## src/rtl/exe_muldiv_pkg.sv

```systemverilog
// rtl/exe_muldiv_pkg.sv - opcode constants, FSM state encoding and configuration check for exe_muldiv_unit
package exe_muldiv_pkg;

    localparam logic [1:0] OP_MUL_LO = 2'b00;
    localparam logic [1:0] OP_MUL_HI = 2'b01;
    localparam logic [1:0] OP_DIV    = 2'b10;
    localparam logic [1:0] OP_REM    = 2'b11;

    localparam logic [1:0] ST_IDLE = 2'd0;
    localparam logic [1:0] ST_MUL  = 2'd1;
    localparam logic [1:0] ST_DIV  = 2'd2;
    localparam logic [1:0] ST_DONE = 2'd3;

    function automatic bit mul_bits_legal(input int width, input int mul_bits);
        return (mul_bits == 1 || mul_bits == 2 || mul_bits == 4)
            && (width % mul_bits == 0) && (width >= 8) && (width % 2 == 0);
    endfunction

endpackage

```

## src/rtl/exe_div_step.sv

```systemverilog
// rtl/exe_div_step.sv - one combinational restoring-division step
module exe_div_step #(
    parameter int WIDTH = 32
) (
    input  logic [WIDTH-1:0] rem_in,
    input  logic [WIDTH-1:0] divisor,
    input  logic             dividend_bit,
    output logic [WIDTH-1:0] rem_out,
    output logic             quo_bit
);

    logic [WIDTH:0] shifted;

    assign shifted = {rem_in, dividend_bit};
    assign quo_bit = (shifted >= {1'b0, divisor});
    // rem_in < divisor keeps the true difference below divisor, so modulo-2^WIDTH wrap is exact.
    assign rem_out = quo_bit ? (shifted[WIDTH-1:0] - divisor) : shifted[WIDTH-1:0];

endmodule

```

## src/rtl/exe_muldiv_unit.sv

```systemverilog
// rtl/exe_muldiv_unit.sv - iterative shift-add multiplier / restoring divider; divider built only with EXE_MULDIV_DIVIDER_EN
module exe_muldiv_unit
    import exe_muldiv_pkg::*;
#(
    parameter int WIDTH    = 32,
    parameter int MUL_BITS = 1
) (
    input  logic             cpuClock,
    input  logic             cpuReset,
    input  logic             stall,
    input  logic             start,
    input  logic [1:0]       opcode,
    input  logic [WIDTH-1:0] operandA,
    input  logic [WIDTH-1:0] operandB,
    output logic             busy,
    output logic             done,
    output logic [WIDTH-1:0] result,
    output logic             divByZero
);

    localparam int CNT_W = $clog2(WIDTH + 1);
    localparam logic [CNT_W-1:0] MUL_STEPS = CNT_W'(WIDTH / MUL_BITS);

    generate
        if (!mul_bits_legal(WIDTH, MUL_BITS)) begin : g_cfg_check
            $error("exe_muldiv_unit: illegal WIDTH/MUL_BITS combination");
        end
    endgenerate

    logic [1:0]           state;
    logic [CNT_W-1:0]     cnt;
    // Upper half: running sum / partial remainder. Lower half: multiplier / dividend shifting out.
    logic [2*WIDTH-1:0]   prod;
    logic [WIDTH-1:0]     mcand;
    logic                 op_lo;
    logic                 accept;
    logic [WIDTH+MUL_BITS-1:0] mul_sum;
    logic [CNT_W-1:0]     div_steps;
    logic [WIDTH-1:0]     div_result;
    logic                 div_zero_flag;

    assign accept = start && !stall && (state == ST_IDLE || state == ST_DONE);
    assign busy   = (state != ST_IDLE);
    assign done   = (state == ST_DONE);

    assign mul_sum = {{MUL_BITS{1'b0}}, prod[2*WIDTH-1:WIDTH]}
                   + ({{MUL_BITS{1'b0}}, mcand} * {{WIDTH{1'b0}}, prod[MUL_BITS-1:0]});

`ifdef EXE_MULDIV_DIVIDER_EN
    logic             dz_pend;
    logic [WIDTH-1:0] div_rem;
    logic             div_q;

    exe_div_step #(.WIDTH(WIDTH)) u_div_step (
        .rem_in       (prod[2*WIDTH-1:WIDTH]),
        .divisor      (mcand),
        .dividend_bit (prod[WIDTH-1]),
        .rem_out      (div_rem),
        .quo_bit      (div_q)
    );

    assign div_steps     = dz_pend ? CNT_W'(1) : CNT_W'(WIDTH);
    assign div_zero_flag = dz_pend;

    always_comb begin
        div_result = '0;
        if (dz_pend)
            div_result = op_lo ? prod[WIDTH-1:0] : '1;
        else
            div_result = op_lo ? prod[2*WIDTH-1:WIDTH] : prod[WIDTH-1:0];
    end
`else
    assign div_steps     = CNT_W'(1);
    assign div_zero_flag = 1'b0;
    assign div_result    = '0;
`endif

    always_ff @(posedge cpuClock or posedge cpuReset) begin
        if (cpuReset) begin
            state     <= ST_IDLE;
            cnt       <= '0;
            prod      <= '0;
            mcand     <= '0;
            op_lo     <= 1'b0;
            result    <= '0;
            divByZero <= 1'b0;
`ifdef EXE_MULDIV_DIVIDER_EN
            dz_pend   <= 1'b0;
`endif
        end else if (accept) begin
            state     <= opcode[1] ? ST_DIV : ST_MUL;
            cnt       <= '0;
            prod      <= {{WIDTH{1'b0}}, (opcode[1] ? operandA : operandB)};
            mcand     <= opcode[1] ? operandB : operandA;
            op_lo     <= opcode[0];
            divByZero <= 1'b0;
`ifdef EXE_MULDIV_DIVIDER_EN
            dz_pend   <= (operandB == '0);
`endif
        end else if (!stall) begin
            case (state)
                ST_MUL: begin
                    if (cnt == MUL_STEPS) begin
                        state  <= ST_DONE;
                        result <= op_lo ? prod[2*WIDTH-1:WIDTH] : prod[WIDTH-1:0];
                    end else begin
                        prod <= {mul_sum, prod[WIDTH-1:MUL_BITS]};
                        cnt  <= cnt + 1'b1;
                    end
                end
                ST_DIV: begin
                    if (cnt == div_steps) begin
                        state     <= ST_DONE;
                        result    <= div_result;
                        divByZero <= div_zero_flag;
                    end else begin
`ifdef EXE_MULDIV_DIVIDER_EN
                        // A zero divisor leaves the dividend in place as the remainder.
                        if (!dz_pend)
                            prod <= {div_rem, prod[WIDTH-2:0], div_q};
`endif
                        cnt <= cnt + 1'b1;
                    end
                end
                default: state <= ST_IDLE;
            endcase
        end
    end

endmodule

```

## config.mk

```make
export PLATFORM = sky130hd
export DESIGN_NAME = exe_muldiv_unit
export DESIGN_NICKNAME = d
export VERILOG_FILES = /design/src/rtl/exe_muldiv_pkg.sv /design/src/rtl/exe_div_step.sv /design/src/rtl/exe_muldiv_unit.sv
export SDC_FILE = /design/constraint.sdc
export NUM_CORES = 1
export LEC_CHECK = 0
export CORE_MARGIN = 3
export CORE_UTILIZATION = 36
export DETAILED_ROUTE_END_ITERATION = 8
export MAX_ROUTING_LAYER = met4
export PLACE_DENSITY = 0.63
export REMOVE_ABC_BUFFERS = 1
export SLEW_MARGIN = 40
export SYNTH_ARGS = -nofsm -noshare
export SYNTH_HDL_FRONTEND = slang
export SYNTH_SLANG_ARGS = --single-unit
```

## constraint.sdc

```tcl
create_clock -name cpuClock -period 7.2 [get_ports cpuClock]
set_clock_uncertainty 0.2 [all_clocks]
set_input_delay 1.08 -clock cpuClock [delete_from_list [all_inputs] [get_ports cpuClock]]
set_output_delay 1.08 -clock cpuClock [all_outputs]
set_load 0.05 [all_outputs]
```

### After elaboration in Yosys (flattened, before gate mapping)

Index checks and enable logic that the tools add are counted.

| word-level totals | value |
|---|---|
| bits in registers | 138 |
| input port bits | 70 |
| output and inout bits | 35 |

| operators by class | value |
|---|---|
| add/subtract/negate cells | 2 |
| multiply operators | 1 |
| equal/unequal tests | 13 |
| mux-type cells | 25 |
| bitwise operators | 2 |
| reductions and logical operators | 16 |

Operator list:

| operator | count |
|---|---|
| 64-bit two-way mux | 4 |
| 32-bit two-way mux | 5 |
| 32-bit case mux with 2 select lines | 1 |
| 32-bit by 33-bit adder with 33-bit output | 1 |
| 32-bit by 1-bit multiplier with 33-bit output | 1 |
| 6-bit two-way mux | 4 |
| 3-bit != test, second input constant | 4 |
| 6-bit case mux with 2 select lines | 1 |
| 2-bit two-way mux | 5 |
| 2-bit nonzero test | 5 |
| 3-bit AND reduction | 3 |
| 6-bit by 1-bit adder with 6-bit output, second input constant | 1 |
| 6-bit by 1-bit equality test with 1-bit output, second input constant | 1 |
| 6-bit equality test, second input constant | 1 |
| 2-bit != test, second input constant | 3 |
| 5-bit AND reduction | 1 |
| 2-bit equality test, second input constant | 2 |
| 1-bit two-way mux | 4 |
| 2-bit case mux with 2 select lines | 1 |
| 4-bit AND reduction | 1 |
| 3-bit nonzero test | 1 |
| 2-bit by 1-bit equality test with 1-bit output, second input constant | 1 |
| 1-bit logical AND | 2 |
| 2-bit logical NOT | 1 |
| 4 further kinds | 5 |

### Depth between registers and ports, before layout

Gate-level depths: netlist of the first run.

| depth | value |
|---|---|
| depth after elaboration | 6 |
| gate-level depth with buffers | 11 |
| depth with buffers taken out | 10 |

### Worst setup path before layout of the first run

No wires, ideal clock.

| timing path | value |
|---|---|
| kind | register to register |
| from | reg prod[0] |
| to | reg prod[63] |
| arrival time | 2.653 ns |
| slack | 4.269 ns |
| stages on the path, launching flop included | 12 |
| buffers on the path | 1 |
| cell sequence | dfrtp_1 > clkbuf_1 > and2_1 > ha_1 > fa_1 > a21o_1 > nand4_2 > a211oi_2 > o2111ai_1 > a31o_1 > or4_1 > a21oi_1 |

| on the way | value |
|---|---|
| longest elaborated chain between the ends | 6 |

RTL lines:

| what | line | source |
|---|---|---|
| from (decl) | exe_muldiv_unit.sv:33 | `logic [2*WIDTH-1:0] prod;` |
| from (signal assigned) | exe_muldiv_unit.sv:93 | `prod <= {{WIDTH{1'b0}}, (opcode[1] ? operandA : operandB)};` |
| from (signal assigned) | exe_muldiv_unit.sv:107 | `prod <= {mul_sum, prod[WIDTH-1:MUL_BITS]};` |
| 32-bit by 1-bit multiplier with 33-bit output | exe_muldiv_unit.sv:47 | `+ ({{MUL_BITS{1'b0}}, mcand} * {{WIDTH{1'b0}}, prod[MUL_BITS-1:0]});` |
| 32-bit by 33-bit adder with 33-bit output | exe_muldiv_unit.sv:47 |  |
| 64-bit two-way mux | exe_muldiv_unit.sv:103 | `if (cnt == MUL_STEPS) begin` |
| 64-bit two-way mux | exe_muldiv_unit.sv:101 | `case (state)` |
| 64-bit two-way mux | exe_muldiv_unit.sv:100 | `end else if (!stall) begin` |
| 64-bit two-way mux | exe_muldiv_unit.sv:90 | `end else if (accept) begin` |

Every way passes these cells. The select of a mux whose other input is x is not followed.
A chain may end at the register's enable or synchronous reset.

### Worst setup path after layout of the first run

| timing path | value |
|---|---|
| from | reg prod[0] |
| to | reg prod[57] |

Same word-level chain as after synthesis.

==> results of run 1 <==
-- report_power, final --
| group | switching (mW) | internal [mW] |
|---|---|---|
| registers | 0.279 | 1.09 |
| clock network | 0.347 | 0.626 |
| logic | 1.19 | 0.750 |
| total | 1.82 | 2.47 |
-- cell families after synthesis --
logic type                 share of synthesized area (%)
and+or+nand+nor                                     18.6
AOI/OAI and AO/OA                                   20.9
DFF                                                 40.4
buffers and inverters                               3.49
muxes                                               7.78
adders and majority gates                           5.98
xor gates and xnor gates                            2.79
other                                             0.0442
-- stage by stage --
| stage | setup slack (ns) | hold slack, ns | utilization, % | cells |
|---|---|---|---|---|
| finish | 3.60 | 0.271 | 45.5 | 1352 |
| global route | 3.32 | 0.293 | 45.5 | 1352 |
| CTS | 3.63 | 0.276 | 45.4 | 1351 |
| detailed placement | 3.50 | 0.262 | 42.5 | 1319 |
| global placement | 3.27 | 0.255 | 42.4 | 1318 |
| floorplan | 2.25 | 0.242 | - | 895 |
-- critical path, delay by kind of cell, from the launching register on --
| family | cells | cell delay, ns |
|---|---|---|
| compound gates | 5 | 1.32 |
| xor+xnor | 1 | 0.19 |
| flops | 1 | 0.71 |
| buf+inv | 1 | 0.32 |
| simple gates | 2 | 0.41 |
| fa+ha+maj | 1 | 0.30 |
-- flip-flops by register name, indices dropped and copies added (netlist names) --
| signal | count |
|---|---|
| cnt | 6 |
| mcand | 32 |
| op_lo | 1 |
| prod | 64 |
| result | 32 |
| state | 2 |
-- metal layers --
metal	wire (microns)	share of wire (%)
met4	246	1.1
met3	840	3.9
met2	9840	45
met5	0	0
met1	10800	50
-- layout make-up --
| type | count | area (sq um) | area share, % |
|---|---|---|---|
| Timing Repair Buffer | 112 | 1110 | 10.7 |
| Multi-Input combinational cell | 748 | 4790 | 45.9 |
| Inverter | 10 | 42.5 | 0.408 |
| Tap cell | 313 | 392 | 3.76 |
| Clock inverter | 10 | 164 | 1.57 |
| Sequential cell | 137 | 3430 | 32.9 |
| Clock buffer | 22 | 494 | 4.74 |
-- cell usage in the layout, fill, tap and decap left out, types with 6 or more instances in the layout --
| cell | n |
|---|---|
| sky130_fd_sc_hd__a211oi_1 | 41 |
| sky130_fd_sc_hd__a21o_1 | 9 |
| sky130_fd_sc_hd__a21oi_1 | 39 |
| sky130_fd_sc_hd__a31oi_1 | 36 |
| sky130_fd_sc_hd__and2_1 | 35 |
| sky130_fd_sc_hd__and3_1 | 7 |
| sky130_fd_sc_hd__buf_4 | 7 |
| sky130_fd_sc_hd__clkbuf_16 | 17 |
| sky130_fd_sc_hd__clkdlybuf4s50_1 | 102 |
| sky130_fd_sc_hd__dfrtp_1 | 136 |
| sky130_fd_sc_hd__ha_1 | 39 |
| sky130_fd_sc_hd__inv_1 | 9 |
| sky130_fd_sc_hd__mux2i_1 | 66 |
| sky130_fd_sc_hd__nand2_1 | 188 |
| sky130_fd_sc_hd__nand3_1 | 10 |
| sky130_fd_sc_hd__nand4_1 | 6 |
| sky130_fd_sc_hd__nor2_1 | 27 |
| sky130_fd_sc_hd__nor2b_1 | 35 |
| sky130_fd_sc_hd__nor3_1 | 7 |
| sky130_fd_sc_hd__o21ai_0 | 74 |
| sky130_fd_sc_hd__o21bai_1 | 6 |
| sky130_fd_sc_hd__o31ai_1 | 35 |
| sky130_fd_sc_hd__xnor2_1 | 14 |
| sky130_fd_sc_hd__xor2_1 | 13 |
-- how the worst min path moves through the flow --
stage	startpoint	endpoint	slack [ns]	cells past startpoint
floorplan	mcand[16]	mcand[16]	0.24	2
global placement	mcand[13]	mcand[13]	0.25	2
detailed placement	mcand[29]	mcand[29]	0.26	2
CTS	mcand[29]	mcand[29]	0.28	2
global route	mcand[22]	mcand[22]	0.29	2
finish	mcand[22]	mcand[22]	0.27	2
==> results.md, run 1 <==
* Outcome: completed
* Crit. Startpoint: prod[0]
* Largest cells by area after synthesis: sky130_fd_sc_hd__dfrtp_1, sky130_fd_sc_hd__nand2_1, sky130_fd_sc_hd__mux2i_1
* CP Capture Type: flop
* CP endpoint: prod[57]
* Logic depth of the worst register-to-register path at 10
* Max-capacitance violation count at 0
* Total of flip-flops plus latches after synthesis at 137
* Post-CTS setup repair buffer count at 0
* Nature of the critical path startpoint: flop
* Routed wirelength normalized by instance count at 16.1 microns
* Count of input and output buffers at 103
* Main synth FF type: sky130_fd_sc_hd__dfrtp_1
* Clock Tree Root: sky130_fd_sc_hd__clkbuf_16
* M3 GR Usage at 3.46%
* Final slew viol count at 0
* Routing usage on met2 at 27.2%
* Residual overflow from global routing at 0
* Worst path arrival time at 3.70 ns
* Synth cell types at 58
* Yosys top cell area share at 40.4%
* Iteration-0 DRC count of the detailed router at 538
* Worst-case headroom to the max-slew limit at 49.6%
* Final #Nets at 1136
* Hold Path Class: reg -> reg
* Unrepaired setup endpoints after global routing: false
* Leading area contributor after synthesis: sky130_fd_sc_hd__dfrtp_1
* Number of cells produced by synthesis at 962
* Leakage Power at 4.49 nW
* Deepest clock path buffer count at 2
* Final wirelength at 21.8 mm
* Fraction of the cycle the final worst path needs at 50.0%
* Mean Syn Cell Area at 8.82 sq um
* Sequential cell area fraction in the yosys report at 40.4%
* Number of optimization iterations in the first detailed-route pass at 5
* Post-synthesis instance area at 0.00849 sq mm
* Maximum achievable frequency at 278 MHz
* Number of warnings reported in the yosys synthesis log at 0
* Vias per Instance at 5.32
* Instance area after placement at 0.00975 sq mm
* Top cell types by occurrence after synthesis: sky130_fd_sc_hd__nand2_1, sky130_fd_sc_hd__dfrtp_1, sky130_fd_sc_hd__o21ai_0, sky130_fd_sc_hd__mux2i_1, sky130_fd_sc_hd__clkbuf_1
* Proportion of layout cells with a drive suffix above 1 at 5.39%
* Pin count of the biggest net entering global routing at 74
* Most heavily used metal layer in global routing: met2
* TNS Setup at 0 ns
* Count of antenna-violating nets left after detailed routing at 0
* Post-CTS resize count at 0
* Cell type of the slowest stage on the worst timing path: sky130_fd_sc_hd__dfrtp_1
* Initial core utilization at 37.0%
* Maximum vdd ir drop at 0.269 mV
* Pin slew with the least headroom to its limit at 0.756 ns
* Vias in the first global route at 7072
* Post-detailed-placement half-perimeter wirelength at 14.8 mm
* Global routing met1 resource utilization at 24.6%
* Share of flip-flops with an asynchronous set or reset after synthesis at 100%
* Crit path max fanout at 19
* Highest cell delay on the worst timing path at 0.71 ns
* Power per Cell Area at 411 mW/mm^2
* H-Tree Level Count at 4
* Final design instance area without fill at 0.0104 sq mm
* Number of rows created at floorplan at 55
* Minimum clock period at 3.60 ns
* Global-route wire length before repair at 36.4 mm
* Clock transition at the registers of the reported paths at 0.06 ns
* Number of fillers in the final layout at 2248
* Number of flops mapped to enable cells by yosys at 0
* Power, Total at 4.28 mW
* Overall die area at 0.0255 sq mm
* Final hold viol count at 0
* Vias at 7186
* Required @ worst endpoint at 7.30 ns
* Core ar. at 0.0229 sq mm
* Finish-stage setup viols at 0
* Reg-to-reg critical path startpoint: prod[0]
* Die height at 160 microns
* Placer Congestion at 0.884
* R2r endpoint: prod[57]
* Most frequently used cell type in the post-synthesis netlist: sky130_fd_sc_hd__nand2_1
* Type of the worst setup path: reg -> reg
* CP cell instances: buf_4 > and2_1 > ha_1 > a21oi_1 > o21ai_0 > a221oi_1 > nand3_1 > a211oi_1 > xnor2_1 > o21ai_1
* Horizontal die dimension at 160 microns
* Synth-to-Final Area Change at 22.8%
* Number of DRC violations after detailed routing at 0
* Antenna violations before repair at 0
* Setup slack of the most critical reg-to-reg path at 3.60 ns
* Number of buffers created by CTS at 17
* TritonCTS Sinks at 137
* Combined global-route utilization of all metal layers at 17.9%
* IO Pins at 105
* Count of hold-fix buffers inserted at cts at 0
* TritonCTS clock tree: done
* Later-pin clock latency in the skew report at 0.43 ns
* Total inserted antenna cells at 0
(Power assumes the default switching activity.)
==> run 2, diff against run 1 <==
Settings changed: PLACE_DENSITY 0.63 to 0.65.
Clock period 7.2 ns to 3.1 ns, I/O delays scaled along.
==> results.md, run 2 (synthesis results as in run 1) <==
* Residual overflow from global routing at 0
* Routed wirelength normalized by instance count at 16.5 microns
* Number of optimization iterations in the first detailed-route pass at 5
* Final wirelength at 22.9 mm
* Power per Cell Area at 952 mW/mm^2
* Final #Nets at 1170
* Pin slew with the least headroom to its limit at 0.733 ns
* Top reg by flops: prod
* Antenna violations before repair at 0
* Vias per Instance at 5.30
* Finish-stage setup viols at 0
* Required @ worst endpoint at 3.21 ns
* Clock Tree Root: sky130_fd_sc_hd__clkbuf_16
* Synth-to-Final Area Change at 27.6%
* Number of fillers in the final layout at 2182
* Leading cell types in the layout, fill and taps excluded: sky130_fd_sc_hd__nand2_1, sky130_fd_sc_hd__dfrtp_1, sky130_fd_sc_hd__clkdlybuf4s50_1
* Number of DRC violations after detailed routing at 0
* CP cell instances: clkbuf_4 > buf_4 > buf_4 > and2_1 > ha_2 > a21oi_1 > o21ai_0 > or3_1 > a32o_1
* Number of buffers created by CTS at 17
* Iteration-0 DRC count of the detailed router at 548
* Number of rows created at floorplan at 55
* Horizontal die dimension at 160 microns
* Hold Path Class: in -> async
* Number of flip-flops under the largest register name at 64
* TNS Setup at 0 ns
* Initial core utilization at 37.0%
* Placer Congestion at 0.890
* Outcome: completed
* Fraction of the cycle the final worst path needs at 97.7%
* Final std cells w/o fill at 1386
* Unrepaired setup endpoints after global routing: true
* Leakage Power at 4.63 nW
* Later-pin clock latency in the skew report at 0.43 ns
* IO Pins at 105
* Power, Total at 10.3 mW
* Cell type of the slowest stage on the worst timing path: sky130_fd_sc_hd__a21oi_1
* TritonCTS Sinks at 137
* Post-detailed-placement half-perimeter wirelength at 16.4 mm
* Core ar. at 0.0229 sq mm
* Top Registers: prod x64, mcand x32, result x32
* Leading cell type in the layout, fill and taps excluded: sky130_fd_sc_hd__nand2_1
* Type of the worst setup path: reg -> reg
* Final slew viol count at 0
* Worst path arrival time at 3.14 ns
* Most prevalent standard cell on the critical path: sky130_fd_sc_hd__buf_4
* Total inserted antenna cells at 0
* Die height at 160 microns
* Proportion of layout cells with a drive suffix above 1 at 10.1%
* Global-route wire length before repair at 37.3 mm
* H-Tree Level Count at 4
* Combined global-route utilization of all metal layers at 18.2%
* Deepest clock path buffer count at 2
* Count of antenna-violating nets left after detailed routing at 0
* Pin count of the biggest net entering global routing at 55
* Vias in the first global route at 7206
* # placed instances at 1347
* Maximum vdd ir drop at 0.618 mV
* Max-capacitance violation count at 0
* Final hold slack at 0.269 ns
* Final hold viol count at 0
* Highest cell delay on the worst timing path at 0.51 ns
* Vias at 7342
* CP Capture Type: flop
* Count of input and output buffers at 103
* Minimum clock period at 3.03 ns
* Nature of the critical path startpoint: flop
* Clock transition at the registers of the reported paths at 0.06 ns
* TritonCTS clock tree: done
* Crit path max fanout at 11
* Overall die area at 0.0255 sq mm
* Util after Layout at 47.3%
* Maximum achievable frequency at 330 MHz
* Worst-case headroom to the max-slew limit at 51.2%
==> run 2: cell types whose count changed in the layout (fill, tap and decap cells not counted), sizes merged <==
cell,before,now
buf,10,43
clkinvlp,1,3
clkinv,5,3
inv,10,14
clkbuf,22,19
==> run 2: metrics by stage <==
| stage | setup WS (ns) | area (sq um) |
|---|---|---|
| after floorplan | -1.23 | 8230 |
| after global placement | 0.0295 | 10000 |
| after detailed placement | -0.152 | 10000 |
| after CTS | 0.000527 | 10600 |
| after global routing | -0.0536 | 10800 |
| final | 0.0727 | 10800 |
==> run 2: worst paths after layout <==
kind	startpoint	to	slack (ns)	cells after the start
max	prod[0]	prod[56]	0.07	9
min reg2reg	mcand[26]	mcand[26]	0.27	2
max in group asynchronous	cpuReset	prod[56]	1.82	3
max reg2reg	prod[0]	prod[56]	0.07	9
min	cpuReset	op_lo	0.27	2
min in group cpuClock	mcand[26]	mcand[26]	0.27	2
==> run 2: worst max-delay path, delay by kind of cell (launching register included) <==
| kind | cells | cell delay (ns) |
|---|---|---|
| AOI/OAI and AO/OA | 3 | 0.98 |
| adders and majority gates | 1 | 0.31 |
| buffers and inverters | 3 | 0.49 |
| DFF | 1 | 0.43 |
| and+or+nand+nor | 2 | 0.52 |
==> run 2: routing by layer <==
layer / vias up / track usage, % / wire length (microns)
met2: 156 / 28.5 / 10600
met5: - / - / 0
met1: 3512 / 24.4 / 11100
met4: 0 / 5.13 / 362
met3: 25 / 3.30 / 829
li1: 3649 / - / -
==> run 2: area by class of cell <==
type	instances	area, sq um	share of cell area, %
clock buffers	18	429	3.96
clock inverters	14	193	1.78
inverters	10	42.5	0.393
multi-input cells	748	4920	45.4
flip-flops and latches	137	3430	31.7
well taps	313	392	3.61
repair buffers	146	1430	13.2
==> run 2: what timing repair did <==
action	CTS	global route
pin swaps	0	6
hold buffers	0	0
endpoints found under the setup margin	5	10
setup buffers	1	6
gates resized for setup	1	29
==> run 2: report_power, final <==
| part | leakage, nW | internal [mW] | switching (mW) |
|---|---|---|---|
| sequential | 1.75 | 2.54 | 0.650 |
| clock | 0.298 | 1.35 | 0.815 |
| combinational | 2.58 | 2.01 | 2.94 |
==> run 3, diff against run 2 <==
Settings changed: SYNTH_HIERARCHICAL set to 1.
==> results of run 3 <==
Same layout as run 2: the final DEF is identical, and so are final timing and power.
Among the figures that moved: Yosys warning count 0 -> 6
